### src/rtl/datapath_pkg.sv
// ---------------------------------------------------------------------------
// datapath_pkg: shared encodings and micro-op control struct.  Rev 1.0
// ---------------------------------------------------------------------------
`default_nettype none

package datapath_pkg;

  localparam logic [1:0] ALU_ADD = 2'b00;
  localparam logic [1:0] ALU_SUB = 2'b01;
  localparam logic [1:0] ALU_AND = 2'b10;
  localparam logic [1:0] ALU_NOT = 2'b11;

  localparam logic [1:0] SH_NONE = 2'b00;
  localparam logic [1:0] SH_LSL  = 2'b01;
  localparam logic [1:0] SH_LSR  = 2'b10;
  localparam logic [1:0] SH_ASR  = 2'b11;

  localparam logic [1:0] VS_ALU   = 2'b00;
  localparam logic [1:0] VS_MDATA = 2'b01;
  localparam logic [1:0] VS_IMM   = 2'b10;
  localparam logic [1:0] VS_PC    = 2'b11;

  // Control fields still needed in the execute stage; the shift is applied at fetch.
  typedef struct packed {
    logic       we;
    logic [1:0] vsel;
    logic [1:0] alu_op;
    logic       asel;
    logic       bsel;
    logic       load_flags;
  } uop_ctrl_t;

endpackage

`default_nettype wire

### src/rtl/dp_regfile.sv
// ---------------------------------------------------------------------------
// dp_regfile: NREGS x DATA_W register file, one write port, two bypassed reads.
// Rev 1.0
// ---------------------------------------------------------------------------
`default_nettype none

module dp_regfile #(
  parameter int DATA_W = 16,
  parameter int NREGS  = 8,
  parameter int AW     = $clog2(NREGS)
) (
  input  logic              clk,
  input  logic              rst_n,
  input  logic              we,
  input  logic [AW-1:0]     waddr,
  input  logic [DATA_W-1:0] wdata,
  input  logic [AW-1:0]     raddr_a,
  input  logic [AW-1:0]     raddr_b,
  output logic [DATA_W-1:0] rdata_a,
  output logic [DATA_W-1:0] rdata_b
);

  logic [DATA_W-1:0] regs [NREGS];

  always_ff @(posedge clk or negedge rst_n) begin
    if (!rst_n) begin
      for (int i = 0; i < NREGS; i++) regs[i] <= '0;
    end else if (we) begin
      regs[waddr] <= wdata;
    end
  end

  // A write landing this cycle is forwarded so the reader sees the new value.
  assign rdata_a = (we && (waddr == raddr_a)) ? wdata : regs[raddr_a];
  assign rdata_b = (we && (waddr == raddr_b)) ? wdata : regs[raddr_b];

endmodule

`default_nettype wire

### src/rtl/pipelined_datapath.sv
// ---------------------------------------------------------------------------
// pipelined_datapath: 2-stage regfile/shifter/ALU pipeline with valid/ready
// streams. Optional macro CARRY_FLAG_EN adds the out_c carry flag.  Rev 1.0
// ---------------------------------------------------------------------------
`default_nettype none

module pipelined_datapath
  import datapath_pkg::*;
#(
  parameter int DATA_W = 16,
  parameter int NREGS  = 8,
  parameter int PC_W   = 8,
  localparam int AW    = $clog2(NREGS)
) (
  input  logic              clk,
  input  logic              rst_n,
  input  logic              in_valid,
  output logic              in_ready,
  input  logic [AW-1:0]     in_rd_a,
  input  logic [AW-1:0]     in_rd_b,
  input  logic [AW-1:0]     in_wr,
  input  logic              in_we,
  input  logic [1:0]        in_vsel,
  input  logic [1:0]        in_alu_op,
  input  logic [1:0]        in_shift,
  input  logic              in_asel,
  input  logic              in_bsel,
  input  logic              in_load_flags,
  input  logic [DATA_W-1:0] in_imm,
  input  logic [DATA_W-1:0] in_mdata,
  input  logic [PC_W-1:0]   in_pc,
  output logic              out_valid,
  input  logic              out_ready,
  output logic [DATA_W-1:0] out_data,
  output logic              out_z,
  output logic              out_n,
`ifdef CARRY_FLAG_EN
  output logic              out_c,
`endif
  output logic              out_v
);

  localparam int MSB = DATA_W - 1;

  logic              exec_valid;
  uop_ctrl_t         exec_ctrl;
  logic [AW-1:0]     exec_wr;
  logic [DATA_W-1:0] exec_a, exec_b, exec_imm, exec_mdata;
  logic [PC_W-1:0]   exec_pc;

  logic              exec_advance, accept;
  logic [DATA_W-1:0] rdata_a, rdata_b, b_shifted;
  logic [DATA_W-1:0] a_op, b_op, alu_res, wb_val, pc_ext;
  logic              alu_v;
`ifdef CARRY_FLAG_EN
  logic              alu_c;
  logic [DATA_W:0]   alu_wide;
`endif

  assign exec_advance = exec_valid && (!out_valid || out_ready);
  assign in_ready     = !exec_valid || exec_advance;
  assign accept       = in_valid && in_ready;

  dp_regfile #(
    .DATA_W (DATA_W),
    .NREGS  (NREGS),
    .AW     (AW)
  ) u_regfile (
    .clk     (clk),
    .rst_n   (rst_n),
    .we      (exec_advance && exec_ctrl.we),
    .waddr   (exec_wr),
    .wdata   (wb_val),
    .raddr_a (in_rd_a),
    .raddr_b (in_rd_b),
    .rdata_a (rdata_a),
    .rdata_b (rdata_b)
  );

  always_comb begin
    case (in_shift)
      SH_LSL:  b_shifted = {rdata_b[MSB-1:0], 1'b0};
      SH_LSR:  b_shifted = {1'b0, rdata_b[MSB:1]};
      SH_ASR:  b_shifted = {rdata_b[MSB], rdata_b[MSB:1]};
      default: b_shifted = rdata_b;
    endcase
  end

  always_ff @(posedge clk or negedge rst_n) begin
    if (!rst_n) begin
      exec_valid <= 1'b0;
      exec_ctrl  <= '0;
      exec_wr    <= '0;
      exec_a     <= '0;
      exec_b     <= '0;
      exec_imm   <= '0;
      exec_mdata <= '0;
      exec_pc    <= '0;
    end else if (accept) begin
      exec_valid            <= 1'b1;
      exec_ctrl.we          <= in_we;
      exec_ctrl.vsel        <= in_vsel;
      exec_ctrl.alu_op      <= in_alu_op;
      exec_ctrl.asel        <= in_asel;
      exec_ctrl.bsel        <= in_bsel;
      exec_ctrl.load_flags  <= in_load_flags;
      exec_wr               <= in_wr;
      exec_a                <= rdata_a;
      exec_b                <= b_shifted;
      exec_imm              <= in_imm;
      exec_mdata            <= in_mdata;
      exec_pc               <= in_pc;
    end else if (exec_advance) begin
      exec_valid <= 1'b0;
    end
  end

  always_comb begin
    a_op    = exec_ctrl.asel ? '0 : exec_a;
    b_op    = exec_ctrl.bsel ? exec_imm : exec_b;
    alu_res = '0;
    alu_v   = 1'b0;
`ifdef CARRY_FLAG_EN
    alu_c    = 1'b0;
    alu_wide = '0;
`endif
    case (exec_ctrl.alu_op)
      ALU_ADD: begin
`ifdef CARRY_FLAG_EN
        alu_wide = {1'b0, a_op} + {1'b0, b_op};
        alu_res  = alu_wide[MSB:0];
        alu_c    = alu_wide[DATA_W];
`else
        alu_res = a_op + b_op;
`endif
        alu_v = (a_op[MSB] == b_op[MSB]) && (alu_res[MSB] != a_op[MSB]);
      end
      ALU_SUB: begin
`ifdef CARRY_FLAG_EN
        // Top bit of the widened difference is the borrow; carry is its inverse.
        alu_wide = {1'b0, a_op} - {1'b0, b_op};
        alu_res  = alu_wide[MSB:0];
        alu_c    = ~alu_wide[DATA_W];
`else
        alu_res = a_op - b_op;
`endif
        alu_v = (a_op[MSB] != b_op[MSB]) && (alu_res[MSB] != a_op[MSB]);
      end
      ALU_AND: alu_res = a_op & b_op;
      default: alu_res = ~b_op;
    endcase
  end

  always_comb begin
    pc_ext            = '0;
    pc_ext[PC_W-1:0]  = exec_pc;
    case (exec_ctrl.vsel)
      VS_MDATA: wb_val = exec_mdata;
      VS_IMM:   wb_val = exec_imm;
      VS_PC:    wb_val = pc_ext;
      default:  wb_val = alu_res;
    endcase
  end

  always_ff @(posedge clk or negedge rst_n) begin
    if (!rst_n) begin
      out_valid <= 1'b0;
      out_data  <= '0;
      out_z     <= 1'b0;
      out_n     <= 1'b0;
      out_v     <= 1'b0;
`ifdef CARRY_FLAG_EN
      out_c     <= 1'b0;
`endif
    end else if (exec_advance) begin
      out_valid <= 1'b1;
      out_data  <= wb_val;
      if (exec_ctrl.load_flags) begin
        out_z <= (alu_res == '0);
        out_n <= alu_res[MSB];
        out_v <= alu_v;
`ifdef CARRY_FLAG_EN
        out_c <= alu_c;
`endif
      end
    end else if (out_ready) begin
      out_valid <= 1'b0;
    end
  end

endmodule

`default_nettype wire
### config.mk
export PLATFORM = sky130hd
export DESIGN_NAME = pipelined_datapath
export DESIGN_NICKNAME = d
export VERILOG_FILES = /design/src/rtl/datapath_pkg.sv /design/src/rtl/dp_regfile.sv /design/src/rtl/pipelined_datapath.sv
export SDC_FILE = /design/constraint.sdc
export NUM_CORES = 1
export LEC_CHECK = 0
export ABC_AREA = 1
export CAP_MARGIN = 30
export CORE_MARGIN = 4
export CORE_UTILIZATION = 29
export CTS_CLUSTER_SIZE = 8
export DETAILED_ROUTE_END_ITERATION = 12
export GPL_ROUTABILITY_DRIVEN = 0
export SLEW_MARGIN = 10
export SYNTH_ARGS = -nofsm -noshare
export SYNTH_HDL_FRONTEND = slang
export SYNTH_HIERARCHICAL = 1
export SYNTH_SLANG_ARGS = --single-unit
### constraint.sdc
create_clock -name clk -period 4.5 [get_ports clk]
set_input_delay 0.675 -clock clk [delete_from_list [all_inputs] [get_ports clk]]
set_output_delay 0.675 -clock clk [all_outputs]
set_load 0.03 [all_outputs]
* Yosys cells after proc, flatten, opt, wreduce, memory -nomap -nowiden
Index checks and enable logic that the tools add are counted.
** Word-level totals
- Bits in registers :: 232
- Input bits :: 63
- Output and inout port bits :: 21
- Word-level logic and storage cells :: 89
** Operators by class
- Add/subtract/negate cells :: 2
- Magnitude comparators :: 4
- Equality and inequality tests :: 14
- Muxes and demuxes :: 21
- Bitwise gates (word level) :: 5
- Reduce and logical (&&, ||, !) cells :: 17
** Operators with widths (number)
- $mux 16 :: 9
- $pmux 16 s3 :: 3
- $bwmux 128 :: 1
- $bmux 16 s3 :: 2
- $demux 16 s3 :: 1
- $add 16x16->16 :: 1
- $and 16x16->16 :: 1
- $logic_not 16->1 :: 1
- $not 16->16 :: 1
- $sub 16x16->16 :: 1
- $ge 4x4->1 const B :: 3
- $not 3->4 :: 3
- $eq 2x2->1 const B :: 5
- $logic_and 1x1->1 :: 8
- $eq 2x1->1 const B :: 3
- $eq 3x3->1 :: 2
- $lt 4x1->1 const B :: 1
- $mux 1 :: 4
- $reduce_bool 2->1 :: 2
- $ne 1x1->1 :: 3
- $logic_not 1->1 :: 2
- $logic_not 2->1 :: 1
- $logic_or 1x1->1 :: 2
- $pmux 1 s2 :: 1
- 2 further kinds :: 2

* Logic depth before layout (Yosys ltp)
- Depth after elaboration :: 7
- Mapped depth :: 25
- Gate-level depth less buffers :: 24

* Hierarchy
The synthesis kept the hierarchy.
** Modules (own cells, without submodules)
- dp_regfile :: times used 1, cells an instance 1198, area each 7861.3 um^2, sequential area each 3203.1 um^2
- pipelined_datapath :: times used 1, cells an instance 1025, area each 6989.2 um^2, sequential area each 2602.5 um^2

* Worst setup path after synthesis
OpenSTA, ideal clock, no wires.
- Path type :: register -> register
- From :: reg exec_ctrl[1] (netlist name)
- To :: reg exec_b[14]
- Setup time :: 0.083 ns
- Data arrival time :: 2.833 ns
- Data required time :: 4.417 ns
- Path slack :: 1.584 ns
- Cell stages (with the launch flop) :: 22
- Buffers on the path :: 3
- Period minus slack after synthesis :: 2.916 ns
- Path through :: dfrtp_1 buf_6 buf_2 o21ai_0 inv_1 ha_1 buf_4 a21oi_2 o21ai_0 a21oi_1 nand2_1 nand2_1 nand3_1 nand3_1 nor2_2 o21bai_1 nand2_1 nand2_1 inv_1 o21ai_0 o21ai_0 o21ai_0
** On the way
- Cells in the longest elaborated chain, start to end :: 6
- Elaborated cells between the ends (all ways) :: 9
- Those cells by class :: add/sub (2); mux (5); bitwise (2)
** Ends and longest elaborated chain
- start, declared :: line pipelined_datapath.sv:46 : uop_ctrl_t exec_ctrl;
- $mux 16 * :: line pipelined_datapath.sv:120 : b_op = exec_ctrl.bsel ? exec_imm : exec_b;
- $sub 16x16->16, or another cell as far along :: line pipelined_datapath.sv:145 : alu_res = a_op - b_op;
- $pmux 16 s3 * :: line pipelined_datapath.sv:127 : case (exec_ctrl.alu_op)
- $pmux 16 s3 * :: line pipelined_datapath.sv:157 : case (exec_ctrl.vsel)
- via wb_val[13] :: line pipelined_datapath.sv:53 : logic [DATA_W-1:0] a_op, b_op, alu_res, wb_val, pc_ext;
- $mux 16 * :: line dp_regfile.sv:35 : assign rdata_b = (we && (waddr == raddr_b)) ? wdata : regs[raddr_b];
- via rdata_b[13] :: line pipelined_datapath.sv:52 : logic [DATA_W-1:0] rdata_a, rdata_b, b_shifted;
- $pmux 16 s3 * :: line pipelined_datapath.sv:81 : case (in_shift)
- end signal, assigned :: line pipelined_datapath.sv:109 : exec_b <= b_shifted;
- end, declared :: line pipelined_datapath.sv:48 : logic [DATA_W-1:0] exec_a, exec_b, exec_imm, exec_mdata;
Mark *: on every way through the listed nets, which the timed path passes. The rest lies on a longest branch.
A chain may end at the register's enable or synchronous reset.

* Final worst setup path
Ends and elaborated chain as after synthesis.

==> metrics.txt <==
outcome=complete, no violations; Vias per Instance=5.09; fin nets=2360; WL final=52000 µm; DRT antenna net count=0; CP required=4880 ps; design area=about 17000 µm²; Seq. cell area=5810 µm²; die height=~230 µm; area of the multi-input gates=7430 µm²; reg2reg setup slack=400 ps; Hold WC Path Type=in2async; Area growth syn-to-layout=15.3%; P_leak=8.63 nW; Async SR Flop Fraction=1.00; sequential area share after synthesis=0.391; CTS tree=done; Synth Flop Type=dfrtp_1; die area=54900 µm²; maximum vdd drop=0.000370 V; largest net degree at the start of global routing=115; maximum buffer depth of the clock tree=3; Post-synth EDFFs=0; synth unique cells=48; Slew Viols, Final=0; Fin Clk Skew=11.3 ps; WP data arrival=4480 ps; Fill cells=between 5000 and 6000; initial core utilization=0.295; DR WL/cell=17.7 µm; top-count cell post-synth=nand2_1; syn nets=2317; Worst Reg-to-Reg Cells=19; Max Cap Viol=0; via count=15000; r2r endpoint=exec_b[14]$_DFFE_PN0P_; worst setup path class=reg2reg; final setup fails=0; post-layout worst setup margin=around 400 ps; cell count after synthesis=between 2000 and 2500; port buffer count=83; first-pass GRT wire length=between 80000 and 90000 µm; FF-to-FF Start=exec_ctrl[1]$_DFFE_PN0P_; IO Count=84; synth top area cells=dfrtp_1 (39%), nand2_1 (21%), nand3_1 (10%), o21ai_0 (7.1%), inv_1 (6.4%); crit-path max FO=19; DRT Pass-1 Iters=8; post-CTS sizing=0; Setup crit start kind=flip-flop; root buffer cell=clkbuf_16; Least-Margin Pin Slew=996 ps; initial antenna violation count=0; Syn. warnings=6; Cell Pwr Density=540 nW/µm²; GR Overflow Total=0; crit end category=flip-flop; Clock transition at path regs=50 ps; clk_lat worst skew=510 ps; n_diodes=0; mapped cell area=14900 µm²; Num CTS Buffers=34; Synth top area share=0.391; via count of the first global-routing pass=14600; setup TNS=0 ps; total core area=50400 µm²; layout cells sized above 1=0.0666; min Tclk post-route=roughly 4100 ps; dpl cell area=16200 µm²; post-synthesis register bit count=232; Mapped Avg Cell Area=6.68 µm²; H-tree depth=2; die width=234 µm; hpwl dp=36000 µm; leading area contributor after synthesis=dfrtp_1; initial DRC count=1504; gr usage total=0.186; drc violations=0; share of the clock period used by the worst path=0.911; setup bufs post-CTS=0; Site Rows=82; Post-CTS Hold Fix Bufs=0; Sink Count=232; Slew Limit Headroom=0.336; synth cell count leaders=nand2_1 (837), nand3_1 (297), inv_1 (254); f_max=0.244 GHz; Hold Vio Cnt, Final=0; Place WS=571 ps; unrepaired setup endpoints after global routing=no
[worst max path at each step]
stage,startpoint,endpoint,slack [ps],depth (start not counted)
after floorplan,exec_ctrl[1]$_DFFE_PN0P_,exec_b[14]$_DFFE_PN0P_,1580,21
after global placement,exec_ctrl[1]$_DFFE_PN0P_,exec_b[13]$_DFFE_PN0P_,640,18
after detailed placement,exec_ctrl[1]$_DFFE_PN0P_,exec_b[13]$_DFFE_PN0P_,570,19
after CTS,exec_ctrl[1]$_DFFE_PN0P_,exec_b[13]$_DFFE_PN0P_,560,19
after global routing,exec_ctrl[1]$_DFFE_PN0P_,exec_b[14]$_DFFE_PN0P_,170,19
final,exec_ctrl[1]$_DFFE_PN0P_,exec_b[14]$_DFFE_PN0P_,400,19
[worst max-delay path, stage by stage (launching register included)]
cell     delay (ps)
dfrtp_1         500
buf_4           260
o21ai_0         300
inv_1           110
ha_1            410
inv_2           110
nor4_1          510
nand3_1         240
nand2_1         110
nand2_1          50
nand3_1          80
nand4_1         230
nand2_1         120
nand2_1         290
nand2_1         160
nand2_1          90
inv_1            80
nor2_1           40
o21ai_0         160
o21ai_0         110
[metal layers]
layer,vias up,global-route usage,part of all wire
met5,-,0,0
met4,0,0.0711,0.036
met3,138,0.0311,0.076
met2,652,0.294,0.45
met1,7055,0.256,0.44
li1,7106,-,-
[layout by cell type, fill, tap and decap left out, types with 3 or more instances in the layout]
cell             count
ha_1                29
a221oi_1             3
nand3_2              6
buf_4               35
dfrtp_1            232
a21o_1               3
a21oi_2              4
nand4_1             13
nand2_4              4
clkbuf_16           35
nand3_1            297
nor2_2               6
or2_2                3
inv_4                3
o21ai_1              7
nor2_1              80
nor3_1               6
o21ai_0            210
clkdlybuf4s50_1     80
a21oi_1             29
nand2_1            836
inv_1              252
o22ai_1             14
inv_2               14
nor2_4               4
nand2_2             22
o21bai_1             3
[layout make-up]
type | instances | share of cell area
Multi-Input combinational cell | 1606 | 0.434
Sequential cell | 232 | 0.339
Timing Repair Buffer | 120 | 0.0659
Inverter | 272 | 0.0604
Clock buffer | 35 | 0.0511
Tap cell | 672 | 0.0491
Clock inverter | 1 | 0.000511
[power breakdown]
part           total, W  internal (W)  leakage (nW)  switching, W
Clock           0.00225       0.00136         0.436      0.000891
Sequential      0.00316       0.00277          2.95      0.000391
Combinational   0.00384       0.00125          5.25       0.00260
Total           0.00925       0.00537          8.63       0.00388
[through the flow]
step / util / hold slack [ps] / power (W) / instances
4_1_cts: 0.340 / 274 / 0.00924 / 2938
3_3_place_gp: 0.322 / 466 / 0.00686 / 2902
2_1_floorplan: - / 379 / 0.00571 / 2223
6_report: 0.340 / 170 / 0.00925 / 2938
3_5_place_dp: 0.322 / 466 / 0.00694 / 2902
5_1_grt: 0.340 / 273 / 0.00991 / 2938
[flip-flops by register name, summed over array words and instances, names as in the netlist]
register and count:
u_regfile/regs 128, exec_a 16, exec_b 16, exec_imm 16, exec_mdata 16, out_data 16
exec_ctrl 8, exec_pc 8, exec_wr 3, exec_valid 1, out_n 1, out_v 1
out_valid 1, out_z 1
[cells by family (layout without fill, tap and decap cells)]
| family | after synthesis | after routing | share of synthesized area |
|---|---|---|---|
| AOI/OAI and AO/OA | 289 | 289 | 0.105 |
| xor gates and xnor gates | 2 | 2 | 0.00118 |
| DFF | 232 | 232 | 0.391 |
| and+or+nand+nor | 1282 | 1282 | 0.365 |
| adders and majority gates | 31 | 31 | 0.0271 |
| buffers and inverters | 385 | 428 | 0.109 |
| muxes | 2 | 2 | 0.00152 |
Power figures use the tool's default switching activity.
